## src/rtl/q7_arith_pkg.sv

```systemverilog
`default_nettype none
// ============================================================================
// Module   : q7_arith_pkg
// Purpose  : State encoding and default width shared by the arithmetic blocks.
// Revision : 1.0
// ============================================================================
package q7_arith_pkg;

    localparam int Q7_N = 4;

    typedef enum logic [1:0] {
        IDLE = 2'd0,
        CALC = 2'd1,
        DONE = 2'd2,
        ERR  = 2'd3
    } q7_state_t;

endpackage
`default_nettype wire

```

## src/rtl/q7_shiftsubdiv.sv

```systemverilog
`default_nettype none
// ============================================================================
// Module   : q7_shiftsubdiv
// Purpose  : Sequential restoring shift-subtract divider, 2N/N -> N quotient/remainder.
// Revision : 1.0
// ============================================================================
module q7_shiftsubdiv
    import q7_arith_pkg::*;
#(
    parameter int N = Q7_N
) (
    input  logic             clk,
    input  logic             reset,
    input  logic             start,
    input  logic [2*N-1:0]   a_in,
    input  logic [N-1:0]     b_in,
    output logic [N-1:0]     q_out,
    output logic [N-1:0]     r_out,
    output logic             busy,
    output logic             stop,
    output logic             err
);

    localparam int CW = (N > 1) ? $clog2(N) : 1;

    q7_state_t       r_state, w_state_nx;
    logic [N:0]      r_a,     w_a_nx;
    logic [N-1:0]    r_q,     w_q_nx;
    logic [N-1:0]    r_d,     w_d_nx;
    logic [CW-1:0]   r_cnt,   w_cnt_nx;
    logic [N-1:0]    r_qout,  w_qout_nx;
    logic [N-1:0]    r_rout,  w_rout_nx;

    logic [2*N:0]    w_aq_sh;
    logic [N:0]      w_a_sh;
    logic [N+1:0]    w_trial;
    logic            w_ge;
    logic [N:0]      w_a_it;
    logic [N-1:0]    w_q_it;
    logic            w_ovf;

    // One restoring step: shift {A,Q}, try A-D, keep the difference if it did not borrow.
    always_comb begin
        w_aq_sh = {r_a, r_q} << 1;
        w_a_sh  = w_aq_sh[2*N:N];
        w_trial = {1'b0, w_a_sh} - {2'b00, r_d};
        w_ge    = ~w_trial[N+1];
        w_a_it  = w_ge ? w_trial[N:0] : w_a_sh;
        w_q_it  = {w_aq_sh[N-1:1], w_ge};
        w_ovf   = (b_in == '0) || (a_in[2*N-1:N] >= b_in);
    end

    always_comb begin
        w_state_nx = r_state;
        w_a_nx     = r_a;
        w_q_nx     = r_q;
        w_d_nx     = r_d;
        w_cnt_nx   = r_cnt;
        w_qout_nx  = r_qout;
        w_rout_nx  = r_rout;
        case (r_state)
            IDLE, DONE, ERR: begin
                if (start) begin
                    if (w_ovf) begin
                        w_state_nx = ERR;
                        w_qout_nx  = '1;
                        w_rout_nx  = '0;
                    end else begin
                        w_state_nx = CALC;
                        w_a_nx     = {1'b0, a_in[2*N-1:N]};
                        w_q_nx     = a_in[N-1:0];
                        w_d_nx     = b_in;
                        w_cnt_nx   = '0;
                    end
                end
            end
            CALC: begin
                w_a_nx   = w_a_it;
                w_q_nx   = w_q_it;
                w_cnt_nx = r_cnt + 1'b1;
                if (r_cnt == CW'(N-1)) begin
                    w_state_nx = DONE;
                    w_qout_nx  = w_q_it;
                    w_rout_nx  = w_a_it[N-1:0];
                end
            end
            default: w_state_nx = IDLE;
        endcase
    end

    always_ff @(posedge clk or negedge reset) begin
        if (!reset) begin
            r_state <= IDLE;
            r_a     <= '0;
            r_q     <= '0;
            r_d     <= '0;
            r_cnt   <= '0;
            r_qout  <= '0;
            r_rout  <= '0;
        end else begin
            r_state <= w_state_nx;
            r_a     <= w_a_nx;
            r_q     <= w_q_nx;
            r_d     <= w_d_nx;
            r_cnt   <= w_cnt_nx;
            r_qout  <= w_qout_nx;
            r_rout  <= w_rout_nx;
        end
    end

    assign q_out = r_qout;
    assign r_out = r_rout;
    assign busy  = (r_state == CALC);
    assign stop  = (r_state == DONE) || (r_state == ERR);
    assign err   = (r_state == ERR);

endmodule
`default_nettype wire

```

## config.mk

```make
export PLATFORM = sky130hd
export DESIGN_NAME = q7_shiftsubdiv
export DESIGN_NICKNAME = d
export VERILOG_FILES = /design/src/rtl/q7_arith_pkg.sv /design/src/rtl/q7_shiftsubdiv.sv
export SDC_FILE = /design/constraint.sdc
export NUM_CORES = 1
export LEC_CHECK = 0
export CAP_MARGIN = 20
export CORE_UTILIZATION = 32
export CTS_BUF_LIST = sky130_fd_sc_hd__clkbuf_8
export DETAILED_ROUTE_END_ITERATION = 7
export PLACE_DENSITY_LB_ADDON = 0.2
export SKIP_CTS_REPAIR_TIMING = 1
export SLEW_MARGIN = 15
export SYNTH_ARGS = -nofsm -noshare
export SYNTH_HDL_FRONTEND = slang
export SYNTH_SLANG_ARGS = --single-unit
```

## constraint.sdc

```tcl
create_clock -name clk -period 4.2 [get_ports clk]
set_input_delay 0.63 -clock clk [delete_from_list [all_inputs] [get_ports clk]]
set_output_delay 0.63 -clock clk [all_outputs]
set_load 0.01 [all_outputs]
```

==> key figures <==
Detailed routing
  – DRC: 0
  – DRT antenna net count: 0
  – DRT Pass-1 Iters: 4
  – Wire per inst: 14.1 µm
  – Via Count: 1,047
  – Routed vias/inst: 5.08
  – DRT iter0 DRCs: 37
  – Routed WL: 2.90 mm

Power
  – Net Sw Frac: 0.394
  – Switching power: 0.523 mW
  – Clock power share: 0.156
  – Static Leak: 0.765 nW
  – Combinational share of power: 0.531
  – Int Pwr: 0.803 mW
  – Sequential share of power: 0.314
  – Pwr Density: 774 nW/µm²
  – Peak VDD IR: 0.000274 V

STA
  – Final Hold Viols: 0
  – Setup TNS: 0 ns
  – FMAX: 395 MHz
  – Worst Tran Pin Value: 0.537 ns
  – RSZ-0062 raised after global routing: false
  – Tmin final: 2.53 ns
  – Final worst-path cycle share: 0.603
  – Worst slew margin: 0.642
  – Final setup margin: 1.67 ns
  – Final setup vio count: 0
  – Slew Limit Fails: 0
  – Clock skew: 0.00686 ns

Layout
  – Synthesis-to-layout area growth: 27.2%
  – Layout net count: 182
  – Layout cell share with drive strength beyond 1: 0.109
  – FILL cells: 412
  – # diodes: 0

Place
  – GP Congestion: 0.816
  – Port Buffer Count: 25
  – Dpl ws: 1.37 ns
  – Post-DP HPWL: 2.22 mm

Yosys
  – Synth Warn #: 0
  – Synth top area cells: dfrtp_1, ha_1, mux2i_1
  – EDFF count, synth: 0
  – Most frequent cell after synthesis: dfrtp_1
  – Post-synthesis sequential area ratio: 0.446
  – Post-synthesis register bit count: 24
  – Synth cell types: 37
  – Async SR Flop Fraction: 1.00
  – Cell Area, Synth: 1350 µm²
  – Area leader, netlist: dfrtp_1
  – Synth top cells by count: dfrtp_1, inv_1, o21ai_0
  – Synthesized net count: 155
  – Syn Area/Cell: 10.4 µm²
  – Ys flop type: dfrtp_1
  – Post-Synthesis Cells: 130
  – Area fraction of the dominant cell type after synthesis: 0.446

GRT
  – Largest net degree at the start of global routing: 25
  – Vias in the first global route: 1,080
  – All-Layer GR Usage: 0.146
  – Initial antenna violation count: 0
  – Global route overflow: 0
  – First-pass GRT wire length: 4.92 mm

Die
  – Die height: 66.9 µm
  – Die width: 66.9 µm
  – I/O Pins: 26
  – DIE AREA: 4470 µm²
  – Rows: 23
  – Core area: 4030 µm²
  – Initial Util: 0.334

Worst setup path
  – Flop2flop setup slack: 2.29 ns
  – CP Launch Type: input port
  – Critical R2R Launch: r_a[1]$_DFFE_PN0P_
  – Crit end category: flop
  – WP data arrival: 2.69 ns
  – Reg2reg path depth: 6
  – CP Max Fanout: 9
  – Worst Path Required: 4.36 ns
  – Worst Setup Path Type: in2reg
  – CP Launch Point: a_in[4]

Clock network
  – Worst-case clock buffer depth: 2
  – Clk root buf: clkbuf_8
  – CTS tree: built
  – CTS sink count: 24
  – Clock insertion delay at the later pin of the skew report: 0.27 ns
  – CTS buffer count: 3
  – Clk pin slew, worst setup/hold paths: 0.09 ns
  – H-tree depth: 1

Job
  – Max-cap viol count: 0

Outcome
  – Status: complete, no violations

Min path
  – Worst hold path class: in2async
-- cells in the final DEF (no fill, tap or decap), types with 2 or more instances in the layout --
cell	instances
a21oi_1	5
a22o_1	2
clkbuf_8	3
clkdlybuf4s50_1	24
dfrtp_1	24
ha_1	9
inv_1	16
inv_2	2
mux2_1	3
mux2i_1	6
nand2_1	9
nand2b_1	2
nand3_1	4
nor2_1	6
nor3_1	6
o21ai_0	11
o2bb2ai_1	2
-- power by group through the flow --
stage                     sequential [mW]  clock [mW]  combinational, mW
after floorplan                     0.417           0              0.483
after global placement              0.419           0              0.706
after detailed placement            0.423           0              0.710
after CTS                           0.419       0.208              0.718
after global routing                0.433       0.216              0.798
final                               0.416       0.206              0.704
-- cell families after synthesis --
logic type | after synthesis | synth area share
AOI/OAI and AO/OA | 30 | 0.173
xor gates and xnor gates | 1 | 0.00650
adders and majority gates | 10 | 0.0984
DFF | 24 | 0.446
and+or+nand+nor | 34 | 0.139
muxes | 10 | 0.0780
buffers and inverters | 21 | 0.0594
-- cell type report --
cell class | count | area (µm²) | share of cell area
clock buffers | 3 | 41.3 | 0.0241
clock inverters | 1 | 30.0 | 0.0175
inverters | 18 | 67.6 | 0.0394
multi-input cells | 85 | 667 | 0.389
flip-flops and latches | 24 | 601 | 0.350
well taps | 50 | 62.6 | 0.0365
repair buffers | 25 | 245 | 0.143
-- per-stage QoR --
| step | cell area, µm² | std cells | total power [mW] | utilization | hold WS, ns |
|---|---|---|---|---|---|
| 4_1_cts | 1720 | 206 | 1.35 | 0.427 | 0.507 |
| 2_1_floorplan | 1350 | 130 | 0.900 | - | 0.334 |
| 5_1_grt | 1710 | 206 | 1.45 | 0.425 | 0.369 |
| 3_5_place_dp | 1650 | 202 | 1.13 | 0.409 | 0.485 |
| 6_report | 1710 | 206 | 1.33 | 0.425 | 0.330 |
| 3_3_place_gp | 1650 | 202 | 1.13 | 0.409 | 0.481 |
-- final timing paths --
path / to
hold reg to reg: q_out[0]$_DFFE_PN0P_
min in group clk: q_out[0]$_DFFE_PN0P_
setup reg to reg: r_a[1]$_DFFE_PN0P_
setup / recovery: r_out[3]$_DFFE_PN0P_
hold / removal: q_out[0]$_DFFE_PN0P_
max in group asynchronous: r_a[3]$_DFFE_PN0P_
-- per-layer routing --
| layer | routed length, µm | track usage |
|---|---|---|
| met5 | 0 | 0 |
| met2 | 1340 | 0.235 |
| met4 | 49 | 0.0505 |
| met3 | 102 | 0.0223 |
| met1 | 1410 | 0.198 |
-- flip-flops by register name, summed over array words and instances, names as in the netlist --
signal and cells:
r_a 4, q_out 4, r_cnt 2, r_out 4, r_q 4, r_state 2
r_d 4
-- worst max-delay path, cell delays in order --
cell and delay (ns):
clkdlybuf4s50_1 0.45, inv_1 0.06, ha_1 0.29, nand2b_4 0.15, a211oi_4 0.30, o21ai_2 0.12
a31oi_4 0.34, mux2_1 0.35
No activity file was read; power rests on OpenSTA's default activity.
